===== config.mk =====
export PLATFORM = sky130hd
export DESIGN_NAME = sar_adc_sequencer
export DESIGN_NICKNAME = d
export VERILOG_FILES = /design/src/rtl/adc_pkg.sv /design/src/rtl/sync_2ff.sv /design/src/rtl/sar_adc_sequencer.sv
export SDC_FILE = /design/constraint.sdc
export NUM_CORES = 1
export LEC_CHECK = 0
export ABC_AREA = 1
export BUFFER_PORTS_ARGS = -buffer_cell sky130_fd_sc_hd__buf_4
export CORE_ASPECT_RATIO = 0.75
export CORE_MARGIN = 5
export CORE_UTILIZATION = 50
export CTS_BUF_LIST = sky130_fd_sc_hd__clkbuf_16
export CTS_CLUSTER_DIAMETER = 40
export DETAILED_ROUTE_END_ITERATION = 8
export GPL_ROUTABILITY_DRIVEN = 0
export PLACE_DENSITY = 0.76
export SYNTH_ARGS = -nofsm -noshare
export SYNTH_HDL_FRONTEND = slang
export SYNTH_SLANG_ARGS = --single-unit

===== constraint.sdc =====
create_clock -name clk_i -period 1.5 [get_ports clk_i]
set_input_delay 0.15 -clock clk_i [delete_from_list [all_inputs] [get_ports clk_i]]
set_output_delay 0.15 -clock clk_i [all_outputs]
set_load 0.01 [all_outputs]

===== src/rtl/adc_pkg.sv =====
// Shared types, default sizes and the next-channel search for the SAR ADC sequencer.
package adc_pkg;
  typedef enum logic [1:0] {IDLE, TRACK, TRIAL, DONE} sar_state_t;

  localparam int ADC_WIDTH    = 12;
  localparam int ADC_CHANNELS = 3;
  localparam int MAX_CH       = 4;

  // {found, index} of the lowest set bit of mask at or above position from.
  function automatic logic [2:0] first_set(input logic [MAX_CH-1:0] mask, input int from);
    first_set = '0;
    for (int i = MAX_CH-1; i >= 0; i--)
      if (mask[i] && i >= from) first_set = {1'b1, 2'(i)};
  endfunction
endpackage


===== src/rtl/sync_2ff.sv =====
// Two-flop synchronizer for a single asynchronous input; resets to 0.
module sync_2ff (
  input  logic clk_i,
  input  logic rst_ni,
  input  logic d_i,
  output logic q_o
);
  logic s1_q, s2_q;

  always_ff @(posedge clk_i or negedge rst_ni) begin
    if (!rst_ni) begin
      s1_q <= 1'b0;
      s2_q <= 1'b0;
    end else begin
      s1_q <= d_i;
      s2_q <= s1_q;
    end
  end

  assign q_o = s2_q;
endmodule


===== src/rtl/sar_adc_sequencer.sv =====
// SAR ADC controller: sweeps enabled mux channels, binary-searches each input
// against the R-2R DAC using a synchronized comparator, and holds per-channel results.
module sar_adc_sequencer
  import adc_pkg::*;
#(
  parameter int WIDTH         = ADC_WIDTH,
  parameter int CHANNELS      = ADC_CHANNELS,
  parameter int TRACK_CYCLES  = 16,
  parameter int SETTLE_CYCLES = 8
) (
  input  logic                      clk_i,
  input  logic                      rst_override_n,
  input  logic                      start_i,
  input  logic                      continuous_i,
  input  logic [CHANNELS-1:0]       chan_mask_i,
  input  logic                      comp_i,
  output logic [WIDTH-1:0]          dac_code_o,
  output logic [1:0]                chan_sel_o,
  output logic [CHANNELS*WIDTH-1:0] sample_o,
  output logic                      valid_o,
  output logic [1:0]                valid_chan_o,
  output logic                      busy_o
);
  localparam int MAXC = (TRACK_CYCLES > SETTLE_CYCLES) ? TRACK_CYCLES : SETTLE_CYCLES;
  localparam int CW   = $clog2(MAXC + 1);
  localparam int BW   = (WIDTH > 1) ? $clog2(WIDTH) : 1;

  sar_state_t                      state_q, state_d;
  logic [CW-1:0]                   cnt_q, cnt_d;
  logic [BW-1:0]                   bit_q, bit_d;
  logic [WIDTH-1:0]                code_q, code_d;
  logic [1:0]                      chan_q, chan_d;
  logic [1:0]                      vchan_q, vchan_d;
  logic [CHANNELS-1:0]             mask_q, mask_d;
  logic [CHANNELS-1:0][WIDTH-1:0]  sample_q;
  logic                            wr;
  logic                            comp_s;
  logic [WIDTH-1:0]                bit_oh;
  logic [2:0]                      fs_nxt, fs_in;

  sync_2ff u_comp_sync (
    .clk_i  (clk_i),
    .rst_ni (rst_override_n),
    .d_i    (comp_i),
    .q_o    (comp_s)
  );

  assign bit_oh = {{(WIDTH-1){1'b0}}, 1'b1} << bit_q;
  assign fs_nxt = first_set(MAX_CH'(mask_q), int'(chan_q) + 1);
  assign fs_in  = first_set(MAX_CH'(chan_mask_i), 0);

  always_comb begin
    state_d = state_q;
    cnt_d   = cnt_q;
    bit_d   = bit_q;
    code_d  = code_q;
    chan_d  = chan_q;
    vchan_d = vchan_q;
    mask_d  = mask_q;
    wr      = 1'b0;
    case (state_q)
      IDLE: begin
        code_d = '0;
        if (start_i && (chan_mask_i != '0)) begin
          mask_d  = chan_mask_i;
          chan_d  = fs_in[1:0];
          cnt_d   = CW'(TRACK_CYCLES - 1);
          state_d = TRACK;
        end
      end
      TRACK: begin
        code_d = '0;
        if (cnt_q == '0) begin
          bit_d   = BW'(WIDTH - 1);
          code_d  = {1'b1, {(WIDTH-1){1'b0}}};
          cnt_d   = CW'(SETTLE_CYCLES - 1);
          state_d = TRIAL;
        end else begin
          cnt_d = cnt_q - 1'b1;
        end
      end
      TRIAL: begin
        if (cnt_q != '0) begin
          cnt_d = cnt_q - 1'b1;
        end else begin
          // Decide the current bit and, unless this was the LSB, raise the next trial bit.
          code_d = comp_s ? code_q : (code_q & ~bit_oh);
          if (bit_q != '0) begin
            bit_d  = bit_q - 1'b1;
            code_d = code_d | (bit_oh >> 1);
            cnt_d  = CW'(SETTLE_CYCLES - 1);
          end else begin
            wr      = 1'b1;
            vchan_d = chan_q;
            state_d = DONE;
          end
        end
      end
      DONE: begin
        code_d = '0;
        cnt_d  = CW'(TRACK_CYCLES - 1);
        if (fs_nxt[2]) begin
          chan_d  = fs_nxt[1:0];
          state_d = TRACK;
        end else if (continuous_i) begin
          mask_d = chan_mask_i;
          if (chan_mask_i != '0) begin
            chan_d  = fs_in[1:0];
            state_d = TRACK;
          end else begin
            state_d = IDLE;
          end
        end else begin
          state_d = IDLE;
        end
      end
      default: state_d = IDLE;
    endcase
  end

  always_ff @(posedge clk_i or negedge rst_override_n) begin
    if (!rst_override_n) begin
      state_q <= IDLE;
      cnt_q   <= '0;
      bit_q   <= '0;
      code_q  <= '0;
      chan_q  <= '0;
      vchan_q <= '0;
      mask_q  <= '0;
    end else begin
      state_q <= state_d;
      cnt_q   <= cnt_d;
      bit_q   <= bit_d;
      code_q  <= code_d;
      chan_q  <= chan_d;
      vchan_q <= vchan_d;
      mask_q  <= mask_d;
    end
  end

  for (genvar g = 0; g < CHANNELS; g++) begin : g_res
    always_ff @(posedge clk_i or negedge rst_override_n) begin
      if (!rst_override_n)                sample_q[g] <= '0;
      else if (wr && (chan_q == 2'(g)))   sample_q[g] <= code_d;
    end
  end

  assign dac_code_o   = code_q;
  assign chan_sel_o   = chan_q;
  assign sample_o     = sample_q;
  assign valid_o      = (state_q == DONE);
  assign valid_chan_o = vchan_q;
  assign busy_o       = (state_q != IDLE);
endmodule


==> qor.yml, run 1 <==
placed_design:
  io_buffers: 61
  dp.cells: 571
  hpwl_um: 6730
  placed_area_um2: 4170
worst_setup_path:
  timing.rr.end: "bit_q[0]"
  critPathRequiredTime_ps: 1700
  path_buf_inv: 2
  critPathCaptureType: "register"
  crit_chain: "inv_2 > ha_4 > nand3_4 > clkinv_2 > nand3_1 > nor3_1 > a21oi_1"
  crit_family: "simple AND/OR/NAND/NOR gates"
  critPathLaunch: "cnt_q[0]"
  reg2reg_slack_ps: -160
  cp_slowest_cell: "dfrtp_1"
  rr_startpoint: "cnt_q[0]"
  critPathArrivalTime_ps: 1860
  cp.depth: 7
  crit_end: "bit_q[0]"
  critPathKind: "reg2reg"
  crit_fanout: 8
  r2r_cells: 7
  critPathMaxStageDelay_ps: 380
  critPathLaunchType: "register"
synth:
  synthArstFlopShare_pct: 100
  ys_seq_elements: 67
  synth_cell_type_count: 29
  synth_top_cell_area_share_pct: 51.0
  synth_nets: 416
  yosys.area.top_type: "dfrtp_1"
  syn-cell-area_um2: 3290
  yosysSeqAreaShare_pct: 51.0
  avgSynthCellArea_um2: 8.29
  syn_inst: 397
  ys_top_cells_by_area: "dfrtp_1 (51%), nand2_1 (16%), nand3_1 (7.6%), ha_1 (4.2%), o21ai_0 (3.7%)"
  ys.flop_type: "dfrtp_1"
  yosysWarnings: 0
  synth-edff-count: 0
finish:
  register_area_um2: 1680
  nets: 544
  drive_above_1_share_pct: 38.8
  multi_input_area_um2: 1620
  area_growth_pct: 46.8
  layout_commonest_cell: "nand2_1"
  layout_common_cells: "nand2_1 (130), buf_4 (118), dfrtp_1 (65)"
  design_area_um2: 4830
  diodes: 0
  num-fill-cells: 432
  final_cells: 610
sta:
  fin_crit_ps: 1660
  rsz0062_at_grt: "true"
  tns_ps: -4570
  max_slew_margin_pct: 74.9
  finalWorstSetupSlack_ps: -161
  setup_viol: 49
  finalHoldViolCount: 0
  fmax_mhz: 602
  skew_ps: 7.97
  finalCritPeriodShare_pct: 111
  worstMarginPinSlew_ps: 377
  drv_slew: 0
floorplan:
  die_w_um: 104
  io-pin-count: 62
  rows: 25
  initial_core_util_pct: 51.8
  core_area_um2: 6350
  die_y_um: 80.2
  die-area_um2: 8320
outcome:
  outcome: "complete, but fails checks"
  violations: "negative setup slack"
drt:
  drt_wl_total_um: 10300
  drt_iter0_drc: 293
  first_pass_iters: 5
  via_per_inst: 5.53
  vias: 3372
  drcViolationCount: 0
  antenna_left: 0
  routedWlPerCell_um: 16.9
global_route:
  busiest_layer: "met2"
  antenna_found_initial: 0
  use_met1_pct: 31.5
  grt_max_degree: 31
  first_global_vias: 3398
  grt_first_pass_wirelength_um: 16300
  global_route.usage.met3_pct: 7.23
  grt_overflow: 0
  use_met2_pct: 40.7
  grt_usage_pct: 24.6
clocking:
  cts_sinks: 67
  cts_buffer_depth: 2
  cts_tree: "yes"
  clkTransAtPathRegs_ps: 60
  cts-root-buf: "clkbuf_16"
  h-tree-depth: 3
  clock_latency_ps: 330
  cts_made_buffers: 9
power:
  power_density_nw_per_um2: 1630
  power_mw: 7.87
  power.leakage_nw: 2.56
  vdd_drop_max_mv: 1.17
min_path:
  hold_class: "in2reg"
job:
  cap_viol_max_count: 0
[worst min-delay path, cell delays in order]
cell     delay [ps]
buf_4           120
inv_1            60
o21ai_0          80
[metal layers]
metal | vias to the layer above | routed length (um)
met5 | - | 0
met4 | 0 | 173
met3 | 21 | 913
met2 | 182 | 5000
met1 | 1628 | 4210
li1 | 1541 | -
[final cells by class]
| class | instances | share of cell area [%] |
|---|---|---|
| sequential | 67 | 34.8 |
| timing repair buffer | 128 | 20.8 |
| clock buffer | 9 | 4.66 |
| clock inverter | 6 | 1.22 |
| tap | 81 | 2.10 |
| inverter | 33 | 2.90 |
| multi-input combinational | 286 | 33.5 |
[how the worst min path moves through the flow]
stage	start	to	cells after the start
2_1_floorplan	rst_override_n	bit_q[0]	0
3_3_place_gp	rst_override_n	dac_code_o[5]	1
3_5_place_dp	rst_override_n	dac_code_o[4]	1
4_1_cts	chan_mask_i[2]	mask_q[2]	3
5_1_grt	chan_mask_i[2]	mask_q[2]	3
6_report	chan_mask_i[1]	mask_q[1]	3
[state kept, by name, summed over array words and instances, names as in the netlist]
| register | cells |
|---|---|
| cnt_q | 5 |
| chan_sel_o | 2 |
| state_q | 2 |
| sample_o | 36 |
| u_comp_sync.q_o | 1 |
| valid_chan_o | 2 |
| dac_code_o | 12 |
| bit_q | 4 |
| u_comp_sync.s1_q | 1 |
| mask_q | 2 |
[timing repair]
item	CTS	global route
gates resized for setup	35	35
hold buffers	2	0
endpoints found under the hold margin	27	0
setup endpoints to repair	50	55
buffers inserted	10	10
gates cloned	2	0
pin swaps	14	11
[stage by stage]
| step | utilization (%) | hold slack, ps | setup slack, ps |
|---|---|---|---|
| after floorplan | - | -146 | -1.35 |
| after global placement | 65.6 | 99.2 | -75.0 |
| after detailed placement | 65.6 | 96.4 | -145 |
| after CTS | 73.1 | 131 | -70.4 |
| after global routing | 76.1 | 137 | -250 |
| final | 76.1 | 124 | -161 |
[cells in the mapped netlist, types with 3 or more instances]
| library cell | count |
|---|---|
| a21oi_1 | 13 |
| nor2_1 | 17 |
| nand4_1 | 5 |
| or2_2 | 5 |
| nor2_4 | 3 |
| o21ai_0 | 24 |
| ha_1 | 11 |
| inv_1 | 27 |
| nor2_2 | 4 |
| dfrtp_1 | 67 |
| clkinv_2 | 3 |
| clkbuf_1 | 4 |
| inv_2 | 3 |
| nand2_1 | 137 |
| nand3_1 | 50 |
| buf_4 | 4 |
[report_power, final]
group / internal (mW) / switching, mW / total, mW
logic: 1.63 / 2.02 / 3.65
clock network: 1.26 / 0.749 / 2.01
registers: 2.03 / 0.178 / 2.21
[kinds of logic after synthesis]
family                   Yosys count  share of synthesized area [%]
AO/OA/AOI/OAI                     40                           6.35
XOR/XNOR                           4                           1.07
adder cells (fa/ha/maj)           11                           4.18
buffers and inverters             45                           6.24
flip-flops                        67                           51.0
AND/OR/NAND/NOR                  230                           31.2
Note: power is estimated with default switching activity, not from simulation.
==> inputs of run 2 (changes only) <==
--- a/config.mk
+++ b/config.mk
@@ -7,14 +7,17 @@
 export LEC_CHECK = 0
 export ABC_AREA = 1
 export BUFFER_PORTS_ARGS = -buffer_cell sky130_fd_sc_hd__buf_4
+export CELL_PAD_IN_SITES_DETAIL_PLACEMENT = 1
+export CELL_PAD_IN_SITES_GLOBAL_PLACEMENT = 2
 export CORE_ASPECT_RATIO = 0.75
 export CORE_MARGIN = 5
-export CORE_UTILIZATION = 50
+export CORE_UTILIZATION = 29
 export CTS_BUF_LIST = sky130_fd_sc_hd__clkbuf_16
 export CTS_CLUSTER_DIAMETER = 40
 export DETAILED_ROUTE_END_ITERATION = 8
 export GPL_ROUTABILITY_DRIVEN = 0
-export PLACE_DENSITY = 0.76
+export PLACE_DENSITY_LB_ADDON = 0.1
+export SLEW_MARGIN = 20
 export SYNTH_ARGS = -nofsm -noshare
 export SYNTH_HDL_FRONTEND = slang
 export SYNTH_SLANG_ARGS = --single-unit
==> qor.yml, run 2 (synthesis gave the netlist of run 1 again) <==
outcome:
  outcome: "complete, but fails checks"
  violations: "negative setup slack"
power:
  power_density_nw_per_um2: 1550  # -5.1%
  power_mw: 7.82  # -0.64%
  vdd_drop_max_mv: 0.626  # -47%
  power.leakage_nw: 2.57  # +0.23%
sta:
  fin_hold_ws_ps: 117  # -7.68 ps
  finalWorstSetupSlack_ps: -111  # +50.2 ps
  fin_crit_ps: 1610  # -50.2 ps
  finalCritPeriodShare_pct: 107  # -3.3 points
  fmax_mhz: 621  # +3.1%
  setup_viol: 36  # -27%
  max_slew_margin_pct: 71.4  # -3.5 points
  rsz0062_at_grt: "true"
  tns_ps: -2440  # +2130 ps
  worstMarginPinSlew_ps: 426  # +49.6 ps
  drv_slew: 0  # unchanged
  finalHoldViolCount: 0  # unchanged
  skew_ps: 5.82  # -2.16 ps
finish:
  register_area_um2: 1680  # -0.15%
  layout_commonest_cell: "nand2_1"
  area_growth_pct: 53.7
  drive_above_1_share_pct: 42.9  # +4.1 points
  layout_common_cells: "nand2_1 (125), buf_4 (111), dfrtp_1 (67)"
  diodes: 0  # unchanged
  largest_register_ffs: 36  # unchanged
  num-fill-cells: 1286  # +200%
  nets: 541  # -0.55%
  final_cells: 667  # +9.3%
  multi_input_area_um2: 1750  # +8.1%
clocking:
  h-tree-depth: 3  # unchanged
  clkTransAtPathRegs_ps: 60  # about the same
  cts_tree: "yes"
  clock_latency_ps: 330  # about the same
  cts-root-buf: "clkbuf_16"
  cts_made_buffers: 9  # unchanged
  cts_buffer_depth: 2  # unchanged
  cts_sinks: 67  # unchanged
floorplan:
  die_w_um: 133  # +28%
  die-area_um2: 13600  # +63%
  initial_core_util_pct: 29.8  # -22 points
  core_area_um2: 11000  # +74%
  rows: 33  # +32%
  die_y_um: 102  # +27%
  io-pin-count: 62  # unchanged
worst_setup_path:
  critPathMaxStageDelay_ps: 390  # about the same
  critPathLaunchType: "register"
  crit_chain: "inv_2 > ha_4 > nand4_4 > nor2_4 > nand2_2 > nor2_4 > buf_4 > nand3_1 > nand2_1"
  cp_slowest_cell: "dfrtp_1"
  crit_path_frequent_cell: "nor2_4"
  critPathKind: "reg2reg"
  critPathArrivalTime_ps: 1880  # +20 ps
  critPathCaptureType: "register"
  crit_fanout: 5  # -3
  critPathRequiredTime_ps: 1770  # +70 ps
global_route:
  first_global_vias: 3372  # -0.77%
  grt_first_pass_wirelength_um: 18000  # +9.9%
  grt_overflow: 0  # unchanged
  antenna_found_initial: 0  # unchanged
  grt_max_degree: 36  # +16%
  grt_usage_pct: 17.0  # -7.6 points
drt:
  antenna_left: 0  # unchanged
  drcViolationCount: 0  # unchanged
  drt_wl_total_um: 11000  # +6.7%
  drt_iter0_drc: 184  # -37%
  via_per_inst: 4.70  # -15%
  routedWlPerCell_um: 16.5  # -2.4%
  first_pass_iters: 4  # -1
  vias: 3137  # -7.0%
placed_design:
  dp_slack_ps: -205  # -60.1 ps
  io_buffers: 61  # unchanged
  dp.cells: 636  # +11%
  hpwl_um: 8010  # +19%
min_path:
  hold_class: "in2reg"
job:
  cap_viol_max_count: 0  # unchanged
## run 2: cell types whose count changed in the layout (fill, tap and decap cells not counted), moves of 3 or more
cell / change
buf_4: -7
buf_12: +3
nand2_2: +5
o21ai_0: +4
nand3_2: +18
nand2_1: -5
nand3_1: -21
## run 2: cell type report
class | instances | area share [%]
clock inverters | 7 | 1.19
repair buffers | 124 | 20.0
clock buffers | 9 | 4.45
repair inverters | 2 | 0.198
flip-flops and latches | 67 | 33.2
inverters | 33 | 2.89
well taps | 140 | 3.46
multi-input cells | 285 | 34.6
## run 2: repair_timing
| item | 4_1_cts | 5_1_grt |
|---|---|---|
| hold buffers | 2 | 0 |
| cloned | 4 | 0 |
| pin swaps | 28 | 16 |
| buffers inserted | 8 | 3 |
| endpoints found under the hold margin | 50 | 0 |
| resized for setup | 71 | 32 |
| setup endpoints to repair | 54 | 49 |
## run 2: report_power, final
| part | internal [mW] | switching, mW | leakage (nW) |
|---|---|---|---|
| sequential | 2.02 | 0.151 | 0.906 |
| clock | 1.27 | 0.799 | 0.144 |
| combinational | 1.58 | 2.00 | 1.52 |
## run 2: per-stage QoR
| step | area, um^2 | utilization, % |
|---|---|---|
| final | 5060 | 45.9 |
| after global routing | 5060 | 45.9 |
| after global placement | 4300 | 39.0 |
| after detailed placement | 4300 | 39.0 |
| after CTS | 4930 | 44.7 |
| after floorplan | 3340 | - |
## run 2: metal layers
| metal | wire length, um | track usage [%] |
|---|---|---|
| met1 | 5710 | 24.3 |
| met2 | 4770 | 26.1 |
| met3 | 395 | 4.08 |
| met4 | 108 | 4.39 |
| met5 | 0 | 0 |
## run 2: worst max-delay path: cells and delay by family (launching register included)
| kind | cells | cell delay, ps |
|---|---|---|
| adders and majority gates | 1 | 190 |
| buffers and inverters | 2 | 290 |
| DFF | 1 | 390 |
| and+or+nand+nor | 6 | 670 |
## run 2: final timing paths
path | start | end | slack, ps | depth (start not counted)
setup / recovery | bit_q[0] | sample_o[21] | -110 | 9
hold / removal | chan_mask_i[1] | mask_q[1] | 120 | 3
setup reg to reg | bit_q[0] | sample_o[21] | -110 | 9
hold reg to reg | u_comp_sync.s1_q | u_comp_sync.q_o | 370 | 0
max in group asynchronous | rst_override_n | dac_code_o[7] | 740 | 3
min in group asynchronous | rst_override_n | mask_q[2] | 220 | 2
==> inputs of run 3 (changes only) <==
--- a/config.mk
+++ b/config.mk
@@ -20,4 +20,5 @@
 export SLEW_MARGIN = 20
 export SYNTH_ARGS = -nofsm -noshare
 export SYNTH_HDL_FRONTEND = slang
+export SYNTH_HIERARCHICAL = 1
 export SYNTH_SLANG_ARGS = --single-unit
==> qor.yml, run 3 <==
synth:
  ys_seq_elements: 67  # unchanged
  yosys.cell_count.top_type: "nand2_1"
  yosysWarnings: 6  # +6
  netlist_top_cells_count: "nand2_1 (136), dfrtp_1 (67), nand3_1 (49)"
  synth_cell_type_count: 33  # +14%
  yosysSeqAreaShare_pct: 50.3  # -0.65 points
  syn-cell-area_um2: 3330  # +1.3%
  avgSynthCellArea_um2: 8.44  # +1.8%
  synth-edff-count: 0  # unchanged
  synth_top_cell_area_share_pct: 50.3  # -0.65 points
  synthArstFlopShare_pct: 100  # unchanged
  ys_top_cells_by_area: "dfrtp_1 (50%), nand2_1 (15%), nand3_1 (7.4%), ha_1 (4.1%), o21ai_0 (3.8%)"
  synth_nets: 414  # -0.48%
  ys.flop_type: "dfrtp_1"
  syn_inst: 395  # -0.50%
  yosys.area.top_type: "dfrtp_1"
sta:
  skew_ps: 5.15  # -0.671 ps
  fin_crit_ps: 1650  # +35.9 ps
  rsz0062_at_grt: "true"
  finalWorstSetupSlack_ps: -147  # -35.9 ps
  max_slew_margin_pct: 76.0  # +4.6 points
  worstMarginPinSlew_ps: 361  # -65.5 ps
  drv_slew: 0  # unchanged
  tns_ps: -3510  # -1070 ps
  fin_hold_ws_ps: 131  # +14.6 ps
  setup_viol: 44  # +22%
  fmax_mhz: 607  # -2.2%
  finalCritPeriodShare_pct: 110  # +2.4 points
  finalHoldViolCount: 0  # unchanged
global_route:
  first_global_vias: 3336  # -1.1%
  grt_max_degree: 44  # +22%
  antenna_found_initial: 0  # unchanged
  grt_usage_pct: 16.7  # -0.27 points
  grt_overflow: 0  # unchanged
  grt_first_pass_wirelength_um: 17700  # -1.3%
min_path:
  hold_class: "in2reg"
  min_from: "chan_mask_i[1]"
worst_setup_path:
  cp_slowest_cell: "dfrtp_1"
  critPathMaxStageDelay_ps: 390  # about the same
  critPathRequiredTime_ps: 1770  # about the same
  crit_fanout: 5  # unchanged
  rr_startpoint: "cnt_q[0]"
  crit_chain: "inv_2 > ha_4 > nand3_4 > nor2_4 > nand2_2 > nor2_4 > buf_6 > nand3_1 > nand2_1"
  crit_path_frequent_cell: "nor2_4"
  critPathLaunchType: "register"
  critPathKind: "reg2reg"
  critPathArrivalTime_ps: 1920  # +40 ps
  critPathLaunch: "cnt_q[0]"
  critPathCaptureType: "register"
drt:
  antenna_left: 0  # unchanged
  drt_wl_total_um: 11400  # +3.4%
  drcViolationCount: 0  # unchanged
  first_pass_iters: 4  # unchanged
  vias: 3154  # +0.54%
  drt_iter0_drc: 131  # -29%
  via_per_inst: 4.67  # -0.65%
  routedWlPerCell_um: 16.8  # +2.2%
finish:
  register_area_um2: 1680  # unchanged
  final_util_pct: 45.5  # -0.40 points
  largest_register_ffs: 36  # unchanged
  final_cells: 675  # +1.2%
  layout_common_cells: "nand2_1 (126), buf_4 (123), dfrtp_1 (67)"
  diodes: 0  # unchanged
  num-fill-cells: 1314  # +2.2%
  nets: 550  # +1.7%
  area_growth_pct: 51.0
  drive_above_1_share_pct: 40.9  # -1.9 points
  design_area_um2: 5030  # -0.49%
  multi_input_area_um2: 1690  # -3.4%
  layout_commonest_cell: "nand2_1"
clocking:
  h-tree-depth: 3  # unchanged
  cts_buffer_depth: 2  # unchanged
  cts_made_buffers: 9  # unchanged
  cts_sinks: 67  # unchanged
  clkTransAtPathRegs_ps: 50  # about the same
  clock_latency_ps: 330  # about the same
  cts_tree: "yes"
  cts-root-buf: "clkbuf_16"
floorplan:
  io-pin-count: 62  # unchanged
  die_w_um: 134  # +0.59%
  rows: 33  # unchanged
  core_area_um2: 11100  # +0.37%
  die_y_um: 103  # +0.58%
  die-area_um2: 13800  # +1.2%
  initial_core_util_pct: 30.1  # +0.27 points
outcome:
  outcome: "complete, but fails checks"
  violations: "negative setup slack"
placed_design:
  placed_area_um2: 4300  # +0.12%
  dp_slack_ps: -253  # -47.9 ps
  dp.cells: 633  # -0.47%
  io_buffers: 61  # unchanged
  hpwl_um: 8030  # +0.25%
job:
  cap_viol_max_count: 0  # unchanged
power:
  power_mw: 7.93  # +1.4%
  power_density_nw_per_um2: 1580  # +1.9%
  vdd_drop_max_mv: 0.634  # +1.1%
  power.leakage_nw: 2.65  # +3.0%
run 3: logic make-up (layout without fill, tap and decap cells):
| logic type | Yosys count | in the layout | share of synthesized area (%) |
|---|---|---|---|
| DFF | 67 | 67 | 50.3 |
| buffers and inverters | 45 | 184 | 6.72 |
| and+or+nand+nor | 227 | 228 | 31.4 |
| adders and majority gates | 11 | 11 | 4.13 |
| xor gates and xnor gates | 4 | 4 | 1.05 |
| AOI/OAI and AO/OA | 41 | 41 | 6.42 |
run 3: critical path: cells and delay by family, from the launching register on:
kind	cells	cell delay, ps
buffers and inverters	2	240
DFF	1	390
and+or+nand+nor	6	790
adders and majority gates	1	150
run 3: power by group:
group	leakage, nW	internal, mW	switching (mW)
Combinational	1.61	1.78	2.11
Sequential	0.906	2.02	0.161
Clock	0.133	1.08	0.768
Total	2.65	4.89	3.04
run 3: final timing paths:
path | endpoint | slack, ps | cells past startpoint
worst max-delay path | sample_o[19] | -150 | 9
min in group asynchronous | mask_q[2] | 280 | 2
worst max register to register | sample_o[19] | -150 | 9
worst min-delay path | mask_q[1] | 130 | 3
max in group asynchronous | sample_o[4] | 650 | 3
worst min register to register | u_comp_sync/q_o | 350 | 0
run 3: repair_timing:
action / CTS / global route
endpoints found under the setup margin: 60 / 64
gates cloned: 2 / 0
hold buffers: 2 / 0
pin swaps: 22 / 15
endpoints found under the hold margin: 25 / 0
setup buffers: 15 / 8
gates resized for setup: 54 / 34
run 3: area by class of cell:
type,instances,share of cell area (%)
sequential,67,33.3
clock buffer,9,4.48
clock inverter,6,0.547
tap,140,3.48
inverter,33,2.98
timing repair buffer,136,21.6
multi-input combinational,284,33.6
run 3: layer usage:
metal | track usage (%) | routed length, um | vias up
li1 | - | - | 1545
met1 | 24.1 | 5880 | 1543
met2 | 25.5 | 5000 | 55
met3 | 3.66 | 366 | 11
met4 | 4.82 | 115 | 0
met5 | 0 | 0 | -
